<file path="config.mk">
export PLATFORM = sky130hd
export DESIGN_NAME = elevator_call_scheduler_flat
export DESIGN_NICKNAME = d
export VERILOG_FILES = /design/src/rtl/elevator_pkg.sv /design/src/rtl/elevator_call_scheduler_if.sv /design/src/rtl/call_debounce.sv /design/src/rtl/elevator_call_scheduler.sv /design/src/flat_wrapper.sv
export SDC_FILE = /design/constraint.sdc
export NUM_CORES = 1
export LEC_CHECK = 0
export CAP_MARGIN = 0
export CORE_ASPECT_RATIO = 1.25
export CORE_MARGIN = 4
export CORE_UTILIZATION = 55
export CTS_CLUSTER_DIAMETER = 150
export DETAILED_ROUTE_END_ITERATION = 8
export PLACE_DENSITY = 0.77
export SKIP_CTS_REPAIR_TIMING = 1
export SYNTH_ARGS = -nofsm -noshare
export SYNTH_HDL_FRONTEND = slang
export SYNTH_HIERARCHICAL = 1
export SYNTH_SLANG_ARGS = --single-unit
</file>
<file path="constraint.sdc">
create_clock -name clk -period 7 [get_ports clk]
set_input_delay 2.1 -clock clk [delete_from_list [all_inputs] [get_ports clk]]
set_output_delay 2.1 -clock clk [all_outputs]
set_load 0.005 [all_outputs]
</file>
<file path="src/rtl/elevator_pkg.sv">
`default_nettype none
// ============================================================
// Package : elevator_pkg
// Shared floor indices, FSM encoding and helpers.
// Rev     : 1.0
// ============================================================
package elevator_pkg;

  localparam int N_FLOORS = 4;

  localparam logic [1:0] S_IDLE = 2'd0;
  localparam logic [1:0] S_UP   = 2'd1;
  localparam logic [1:0] S_DOWN = 2'd2;
  localparam logic [1:0] S_FIRE = 2'd3;

  localparam logic [1:0] FLOOR_G = 2'd0;
  localparam logic [1:0] FLOOR_1 = 2'd1;
  localparam logic [1:0] FLOOR_2 = 2'd2;
  localparam logic [1:0] FLOOR_3 = 2'd3;

  typedef enum logic [1:0] {
    ST_IDLE = S_IDLE,
    ST_UP   = S_UP,
    ST_DOWN = S_DOWN,
    ST_FIRE = S_FIRE
  } state_t;

  function automatic logic [N_FLOORS-1:0] floor_onehot(input logic [1:0] f);
    return N_FLOORS'(1) << f;
  endfunction

endpackage
`default_nettype wire

</file>
<file path="src/rtl/elevator_call_scheduler_if.sv">
`default_nettype none
// ============================================================
// Interface : elevator_call_scheduler_if
// Call inputs, controller status and request outputs.
// Rev       : 1.0
// ============================================================
interface elevator_call_scheduler_if;
  logic [3:0] btn;
  logic [3:0] bcd_floor;
  logic       door_open;
  logic       firealarm;
  logic       overload;
  logic       reqG;
  logic       reqF1;
  logic       reqF2;
  logic       reqF3;
  logic [3:0] pending;
  logic       dir_up;
  logic       bad_floor;

  modport master (
    output btn, bcd_floor, door_open, firealarm, overload,
    input  reqG, reqF1, reqF2, reqF3, pending, dir_up, bad_floor
  );

  modport slave (
    input  btn, bcd_floor, door_open, firealarm, overload,
    output reqG, reqF1, reqF2, reqF3, pending, dir_up, bad_floor
  );
endinterface
`default_nettype wire

</file>
<file path="src/rtl/call_debounce.sv">
`default_nettype none
// ============================================================
// Module : call_debounce
// 2-flop synchroniser, saturating debounce counter, press pulse.
// Rev    : 1.0
// ============================================================
module call_debounce #(
  parameter int DB_CYCLES = 4,
  parameter int DB_W      = 3
) (
  input  logic clk,
  input  logic rst,
  input  logic i_btn,
  output logic o_press
);

  localparam logic [DB_W-1:0] c_max = DB_W'(DB_CYCLES);
  localparam logic [DB_W-1:0] c_pre = DB_W'(DB_CYCLES - 1);
  localparam logic [DB_W-1:0] c_one = DB_W'(1);

  logic            r_sync1;
  logic            r_sync2;
  logic [DB_W-1:0] r_cnt;
  logic            r_press;

  always_ff @(posedge clk or posedge rst) begin
    if (rst) begin
      r_sync1 <= 1'b0;
      r_sync2 <= 1'b0;
      r_cnt   <= '0;
      r_press <= 1'b0;
    end else begin
      r_sync1 <= i_btn;
      r_sync2 <= r_sync1;
      if (!r_sync2)
        r_cnt <= '0;
      else if (r_cnt != c_max)
        r_cnt <= r_cnt + c_one;
      // Fires only on the transition into saturation, so a held button yields one event.
      r_press <= r_sync2 && (r_cnt == c_pre);
    end
  end

  assign o_press = r_press;

endmodule
`default_nettype wire

</file>
<file path="src/rtl/elevator_call_scheduler.sv">
`default_nettype none
// ============================================================
// Module : elevator_call_scheduler
// Debounces floor calls, latches them and issues SCAN-ordered requests.
// Rev    : 1.0
// ============================================================
module elevator_call_scheduler
  import elevator_pkg::*;
#(
  parameter int DB_CYCLES = 4,
  parameter int DB_W      = 3
) (
  input logic                      clk,
  input logic                      rst,
  elevator_call_scheduler_if.slave bus
);

  logic [N_FLOORS-1:0] w_press;
  logic [N_FLOORS-1:0] r_pending;
  logic [N_FLOORS-1:0] r_req;
  logic [N_FLOORS-1:0] w_req_n;
  logic [N_FLOORS-1:0] w_clr;
  state_t              r_state;
  state_t              w_state_n;
  logic                r_dir_up;
  logic                r_bad_floor;
  logic [1:0]          w_cf;
  logic                w_bad;
  logic                w_has_up;
  logic                w_has_dn;
  logic [1:0]          w_up_tgt;
  logic [1:0]          w_dn_tgt;
  logic [1:0]          w_dist_up;
  logic [1:0]          w_dist_dn;
  logic                w_go_up;
  logic [1:0]          w_tgt;

  for (genvar g = 0; g < N_FLOORS; g++) begin : g_btn
    call_debounce #(
      .DB_CYCLES (DB_CYCLES),
      .DB_W      (DB_W)
    ) u_db (
      .clk     (clk),
      .rst     (rst),
      .i_btn   (bus.btn[g]),
      .o_press (w_press[g])
    );
  end

  assign w_cf  = bus.bcd_floor[1:0];
  assign w_bad = |bus.bcd_floor[3:2];
  assign w_clr = (bus.door_open && !w_bad) ? floor_onehot(w_cf) : '0;

  // Nearest pending floor at/above and at/below the car.
  always_comb begin
    w_has_up = 1'b0;
    w_has_dn = 1'b0;
    w_up_tgt = '0;
    w_dn_tgt = '0;
    for (int i = N_FLOORS - 1; i >= 0; i--) begin
      if (r_pending[i] && (i >= int'(w_cf))) begin
        w_has_up = 1'b1;
        w_up_tgt = 2'(i);
      end
    end
    for (int i = 0; i < N_FLOORS; i++) begin
      if (r_pending[i] && (i <= int'(w_cf))) begin
        w_has_dn = 1'b1;
        w_dn_tgt = 2'(i);
      end
    end
    w_dist_up = w_up_tgt - w_cf;
    w_dist_dn = w_cf - w_dn_tgt;
  end

  always_comb begin
    w_state_n = r_state;
    w_req_n   = r_req;
    w_go_up   = 1'b1;
    case (r_state)
      ST_IDLE: w_go_up = w_has_up && (!w_has_dn || (w_dist_up <= w_dist_dn));
      ST_UP:   w_go_up = w_has_up;
      ST_DOWN: w_go_up = !w_has_dn;
      default: w_go_up = 1'b1;
    endcase
    w_tgt = w_go_up ? w_up_tgt : w_dn_tgt;

    if (bus.firealarm) begin
      w_state_n = ST_FIRE;
      w_req_n   = floor_onehot(FLOOR_G);
    end else if (r_state == ST_FIRE) begin
      // Leaving recall keeps reqG for one more cycle while IDLE re-evaluates.
      w_state_n = ST_IDLE;
      w_req_n   = floor_onehot(FLOOR_G);
    end else if (bus.overload || w_bad) begin
      w_state_n = r_state;
      w_req_n   = r_req;
    end else if (r_pending == '0) begin
      w_state_n = ST_IDLE;
      w_req_n   = '0;
    end else begin
      w_state_n = w_go_up ? ST_UP : ST_DOWN;
      w_req_n   = floor_onehot(w_tgt);
    end
  end

  always_ff @(posedge clk or posedge rst) begin
    if (rst) begin
      r_state     <= ST_IDLE;
      r_req       <= '0;
      r_pending   <= '0;
      r_dir_up    <= 1'b1;
      r_bad_floor <= 1'b0;
    end else begin
      r_state     <= w_state_n;
      r_req       <= w_req_n;
      r_bad_floor <= w_bad;
      if (bus.firealarm)
        r_pending <= '0;
      else
        r_pending <= (r_pending | w_press) & ~w_clr;
      if (w_state_n == ST_UP)
        r_dir_up <= 1'b1;
      else if (w_state_n == ST_DOWN)
        r_dir_up <= 1'b0;
    end
  end

  assign bus.reqG      = r_req[FLOOR_G];
  assign bus.reqF1     = r_req[FLOOR_1];
  assign bus.reqF2     = r_req[FLOOR_2];
  assign bus.reqF3     = r_req[FLOOR_3];
  assign bus.pending   = r_pending;
  assign bus.dir_up    = r_dir_up;
  assign bus.bad_floor = r_bad_floor;

endmodule
`default_nettype wire

</file>
<file path="src/flat_wrapper.sv">
// flat-port wrapper written by rule: the top's interface ports become plain ports
module elevator_call_scheduler_flat import elevator_pkg::*;
#(
  parameter int DB_CYCLES = 4,
  parameter int DB_W      = 3
)
  (clk, rst, bus_btn, bus_bcd_floor, bus_door_open, bus_firealarm, bus_overload, bus_reqG, bus_reqF1, bus_reqF2, bus_reqF3, bus_pending, bus_dir_up, bus_bad_floor);
  elevator_call_scheduler_if bus_i ();
  input logic clk;
  input logic rst;
  input wire logic [$bits(bus_i.btn)-1:0] bus_btn;
  input wire logic [$bits(bus_i.bcd_floor)-1:0] bus_bcd_floor;
  input wire logic [$bits(bus_i.door_open)-1:0] bus_door_open;
  input wire logic [$bits(bus_i.firealarm)-1:0] bus_firealarm;
  input wire logic [$bits(bus_i.overload)-1:0] bus_overload;
  output wire logic [$bits(bus_i.reqG)-1:0] bus_reqG;
  output wire logic [$bits(bus_i.reqF1)-1:0] bus_reqF1;
  output wire logic [$bits(bus_i.reqF2)-1:0] bus_reqF2;
  output wire logic [$bits(bus_i.reqF3)-1:0] bus_reqF3;
  output wire logic [$bits(bus_i.pending)-1:0] bus_pending;
  output wire logic [$bits(bus_i.dir_up)-1:0] bus_dir_up;
  output wire logic [$bits(bus_i.bad_floor)-1:0] bus_bad_floor;
  assign bus_i.btn = bus_btn;
  assign bus_i.bcd_floor = bus_bcd_floor;
  assign bus_i.door_open = bus_door_open;
  assign bus_i.firealarm = bus_firealarm;
  assign bus_i.overload = bus_overload;
  assign bus_reqG = bus_i.reqG;
  assign bus_reqF1 = bus_i.reqF1;
  assign bus_reqF2 = bus_i.reqF2;
  assign bus_reqF3 = bus_i.reqF3;
  assign bus_pending = bus_i.pending;
  assign bus_dir_up = bus_i.dir_up;
  assign bus_bad_floor = bus_i.bad_floor;
  elevator_call_scheduler #(.DB_CYCLES(DB_CYCLES), .DB_W(DB_W)) u_core (.clk(clk), .rst(rst), .bus(bus_i));
endmodule
</file>
==> metrics.sh <==
FIN_NETS=242
CTS_BUFFER_DEPTH=2
DRT-VIAS-PER-INSTANCE=5.596
DP_WORST_SETUP_SLACK_PS=1115
PLACEMENT.IO_BUFFERS=22
CTS_MADE_BUFFERS=5
COMB_POWER_SHARE=0.261
WORSTPATHARRIVAL_PS=5830
SYN_NETS=216
FINALCRITICALPERIOD_PS=5613
CLK_PIN_SLEW_PS=70
INTPOWER_mW=0.3916
WORST_SLACK_PS=1387
NFILLCELLS=271
WORSTPATHREQUIRED_PS=7210
FIN_WORST_SKEW_PS=4.546
DRT_PRE_ANTENNA_ITERS=4
DR_WL_MET2_UM=1836
YOSYSSEQAREASHARE=0.4697
POST-DP-HPWL_UM=2832
DRT.ANTENNA.VIOLATING_NETS=0
POWER.SWITCHING_mW=0.1728
DIE_W_UM=60.86
WORST-SLEW-PIN-TRANSITION_PS=505.7
FLOORPLAN.DIE.HEIGHT_UM=74.07
SYNTHESIS_TO_FINISH_AREA_GROWTH_PCT=17.65
MAXIMUM_NUMBER_OF_PINS_ON_ONE_NET_BEFORE_GLOBAL_ROUTE_REPAIR=16
POST-LAYOUT-TOTAL-POWER_mW=0.5644
ROUTED_WIRELENGTH_UM=3560
PLACEMENTROWS=23
PLACED_CELLS_INCL_TAPS=242
POSTSYNTHAREAPERCELL_UM2=10.33
YOSYS_REGISTER_BITS=36
WORSTSETUPENDPOINTTYPE='flop'
MULTI_INPUT_COMB_AREA_UM2=908.4
LAYOUT_WORST_PATH_CYCLE_SHARE=0.8019
CRIT_TYPE='in -> reg'
SWITCHING_SHARE=0.3061
HOLDWS_PS=355.6
DRV.MAX_CAP_VIOLATION_COUNT=0
FINAL-INSTANCE-COUNT-EXCL-FILL=250
DIE_FOOTPRINT_UM2=4508
TIMING.CRITICAL_PATH.FANOUT_MAX=15
MAXUSEDROUTINGLAYER='met4'
CTSHTREEMAXLEVEL=2
GLOBALROUTE.TOTALOVERFLOW=0
YS_TYPES=38
RSZ0062_AT_GRT='no'
SYNTH_XOR_XNOR_AREA_SHARE=0.009121
ROUTE.DETAILED.WL_PER_INST_UM=14.24
YOSYS.AREA_SHARE.ADDER=0.1107
DRIVE_ABOVE_1_SHARE=0.07512
SETUP_TOTAL_NEGATIVE_SLACK_PS=0
INITIAL_CORE_UTIL=0.5854
FINAL_HOLD_VIOL_COUNT=0
PEAKVDDDROP_uV=221.3
GLOBAL_ROUTE_WIRE_LENGTH_BEFORE_REPAIR_UM=6078
TRITONCTS_CLOCK_TREE='yes'
SYNTH_TOP_AREA_SHARE=0.4560
WORSTHOLDPATHTYPE='reg -> reg'
PIN_COUNT=23
WORST_SLEW_MARGIN_REL=0.6618
POWER_DENSITY_nW_PER_UM2=249.8
DRT-MET1-WL_UM=1502
SYN_INST=186
TOTAL_NUMBER_OF_VIAS=1399
TRITONCTS_NUM_SINKS=36
GRT_ANTENNA_BEFORE_REPAIR=0
P_LEAK_nW=1.093
NUM_ANTENNA_CELLS=0
RUN_STATUS='finished, final reports clean'
SYNTH_COMPOUND_AREA_FRAC=0.1687
SYNTH_TOP_FAMILY_BY_AREA='compound AO/OA/AOI/OAI gates'
SYNTHESIS.AREA_UM2=1921
SYNTHSIMPLEGATEAREAFRAC=0.1420
FINAL-SEQ-AREA_UM2=902.1
MAXSLEWVIOLCOUNT=0
SYNTH_AREA_LEADER_CELL='dfrtp_1'
DRT_FIRST_ITER_VIOLATIONS=83
SYNTHMUXAREASHARE=0.04235
GRT_UTIL_ALL_LAYERS=0.1852
CLOCK_POWER_SHARE=0.262
START_KIND='primary input'
REMAINING_DRC_ERRORS=0
NETLIST_TOP_CELLS_AREA='dfrtp_1 (46%), ha_1 (11%), inv_1 (4.7%)'
GP_CONGESTION=0.8169
CLK_LATENCY_PS=280
CLOCK_ROOT_BUFFER='clkbuf_8'
CORE_REGION_AREA_UM2=3281
GRT_PASS1_VIAS=1427
SEQ_POWER_SHARE=0.477
ROUTE.MET3.WL_UM=128
FMAX_MHz=178.1
YS.WARNINGS.COUNT=6
TIMING.FINAL.SETUP_VIOLATIONS=0
[registers in the layout (all words and copies together) (netlist names)]
name / count
u_core/g_btn.u_db/o_press: 4
u_core/r_state: 2
u_core/bus.bad_floor: 1
u_core/g_btn.u_db/r_sync2: 4
u_core/g_btn.u_db/r_sync1: 4
u_core/bus.pending: 4
u_core/bus.dir_up: 1
u_core/g_btn.u_db/r_cnt: 12
u_core/r_req: 4
[cell usage after synthesis, drive strengths merged]
master  number
a211oi       3
a21boi       5
a21o         5
a21oi        9
a22o         1
a32o         1
and2         7
and3         5
buf          2
clkbuf       1
dfrtp       35
dfstp        1
ha          17
inv         24
mux2         1
mux2i        7
nand2       23
nand2b       4
nand3        2
nand3b       1
nor2         8
nor2b        3
nor3         1
nor4         1
o21a         5
o21ai        1
o221a        2
o311ai       1
o31ai        4
o32a         1
o32ai        2
or3          1
xnor2        1
xor2         1
[power groups by stage]
stage	registers [mW]	logic, mW	clock network, mW
6_report	0.269	0.148	0.148
5_1_grt	0.275	0.167	0.164
4_1_cts	0.269	0.150	0.153
3_5_place_dp	0.273	0.149	0
3_3_place_gp	0.270	0.137	0
2_1_floorplan	0.266	0.108	0
[metal layers]
metal | up-vias | GRT usage
met3 | 8 | 0.04861
met2 | 20 | 0.3068
met5 | - | 0
met1 | 690 | 0.2108
met4 | 0 | 0.1108
li1 | 681 | -
[layout by cell type (no fill, tap or decap), drive strengths merged]
cell type,n
dfrtp,35
inv,24
nand2,23
clkdlybuf4s50,22
ha,17
a21oi,9
nor2,8
mux2i,7
and2,7
clkbuf,6
a21o,5
o21a,5
a21boi,5
and3,5
nand2b,4
o31ai,4
nor2b,3
a211oi,3
clkinv,2
nand3,2
o221a,2
o32ai,2
mux2,1
xnor2,1
o21ai,1
or3,1
nand3b,1
o311ai,1
nor4,1
a22o,1
nor3,1
xor2,1
o32a,1
a32o,1
dfstp,1
[area by class of cell]
class | count | area share
Clock inverter | 2 | 0.004430
Tap cell | 37 | 0.02049
Timing Repair Buffer | 22 | 0.09745
Clock buffer | 6 | 0.03654
Inverter | 24 | 0.03987
Multi-Input combinational cell | 123 | 0.4020
Sequential cell | 36 | 0.3992
[through the flow]
| stage | utilization | instance area (µm²) |
|---|---|---|
| 4_1_cts | 0.6888 | 2260 |
| 3_3_place_gp | 0.6606 | 2167 |
| 5_1_grt | 0.6888 | 2260 |
| 6_report | 0.6888 | 2260 |
| 3_5_place_dp | 0.6606 | 2167 |
| 2_1_floorplan | - | 1921 |
[final timing paths]
check	from	to	slack, ps	cells after the start
worst max-delay path	bus_bcd_floor[1]	u_core/bus.dir_up$_DFFE_PP1P_	1390	15
worst min-delay path	u_core/g_btn[2].u_db/r_sync1$_DFF_PP0_	u_core/g_btn[2].u_db/r_sync2$_DFF_PP0_	360	0
worst max register to register	u_core/bus.pending[2]$_DFF_PP0_	u_core/bus.dir_up$_DFFE_PP1P_	3570	14
worst min register to register	u_core/g_btn[2].u_db/r_sync1$_DFF_PP0_	u_core/g_btn[2].u_db/r_sync2$_DFF_PP0_	360	0
max in group asynchronous	rst	u_core/bus.dir_up$_DFFE_PP1P_	4390	2
min in group asynchronous	rst	u_core/g_btn[3].u_db/o_press$_DFF_PP0_	2170	2
[worst max-delay path, cell delays in order]
cell and delay, ps:
clkdlybuf4s50_1 790, nand2b_1 180, a21oi_1 90, nor3_1 300, inv_1 80, ha_1 200
xnor2_1 180, ha_1 260, nor2b_1 150, o311ai_2 360, o32ai_4 200, o31ai_1 260
a21o_1 170, ha_1 230, mux2_2 270
[cells by family after synthesis]
family / after synthesis
AO/OA/AOI/OAI: 40
XOR/XNOR: 2
adder cells (fa/ha/maj): 17
buffers and inverters: 27
flip-flops: 36
multiplexers: 8
AND/OR/NAND/NOR: 56
No activity file was read; power rests on OpenSTA's default activity.
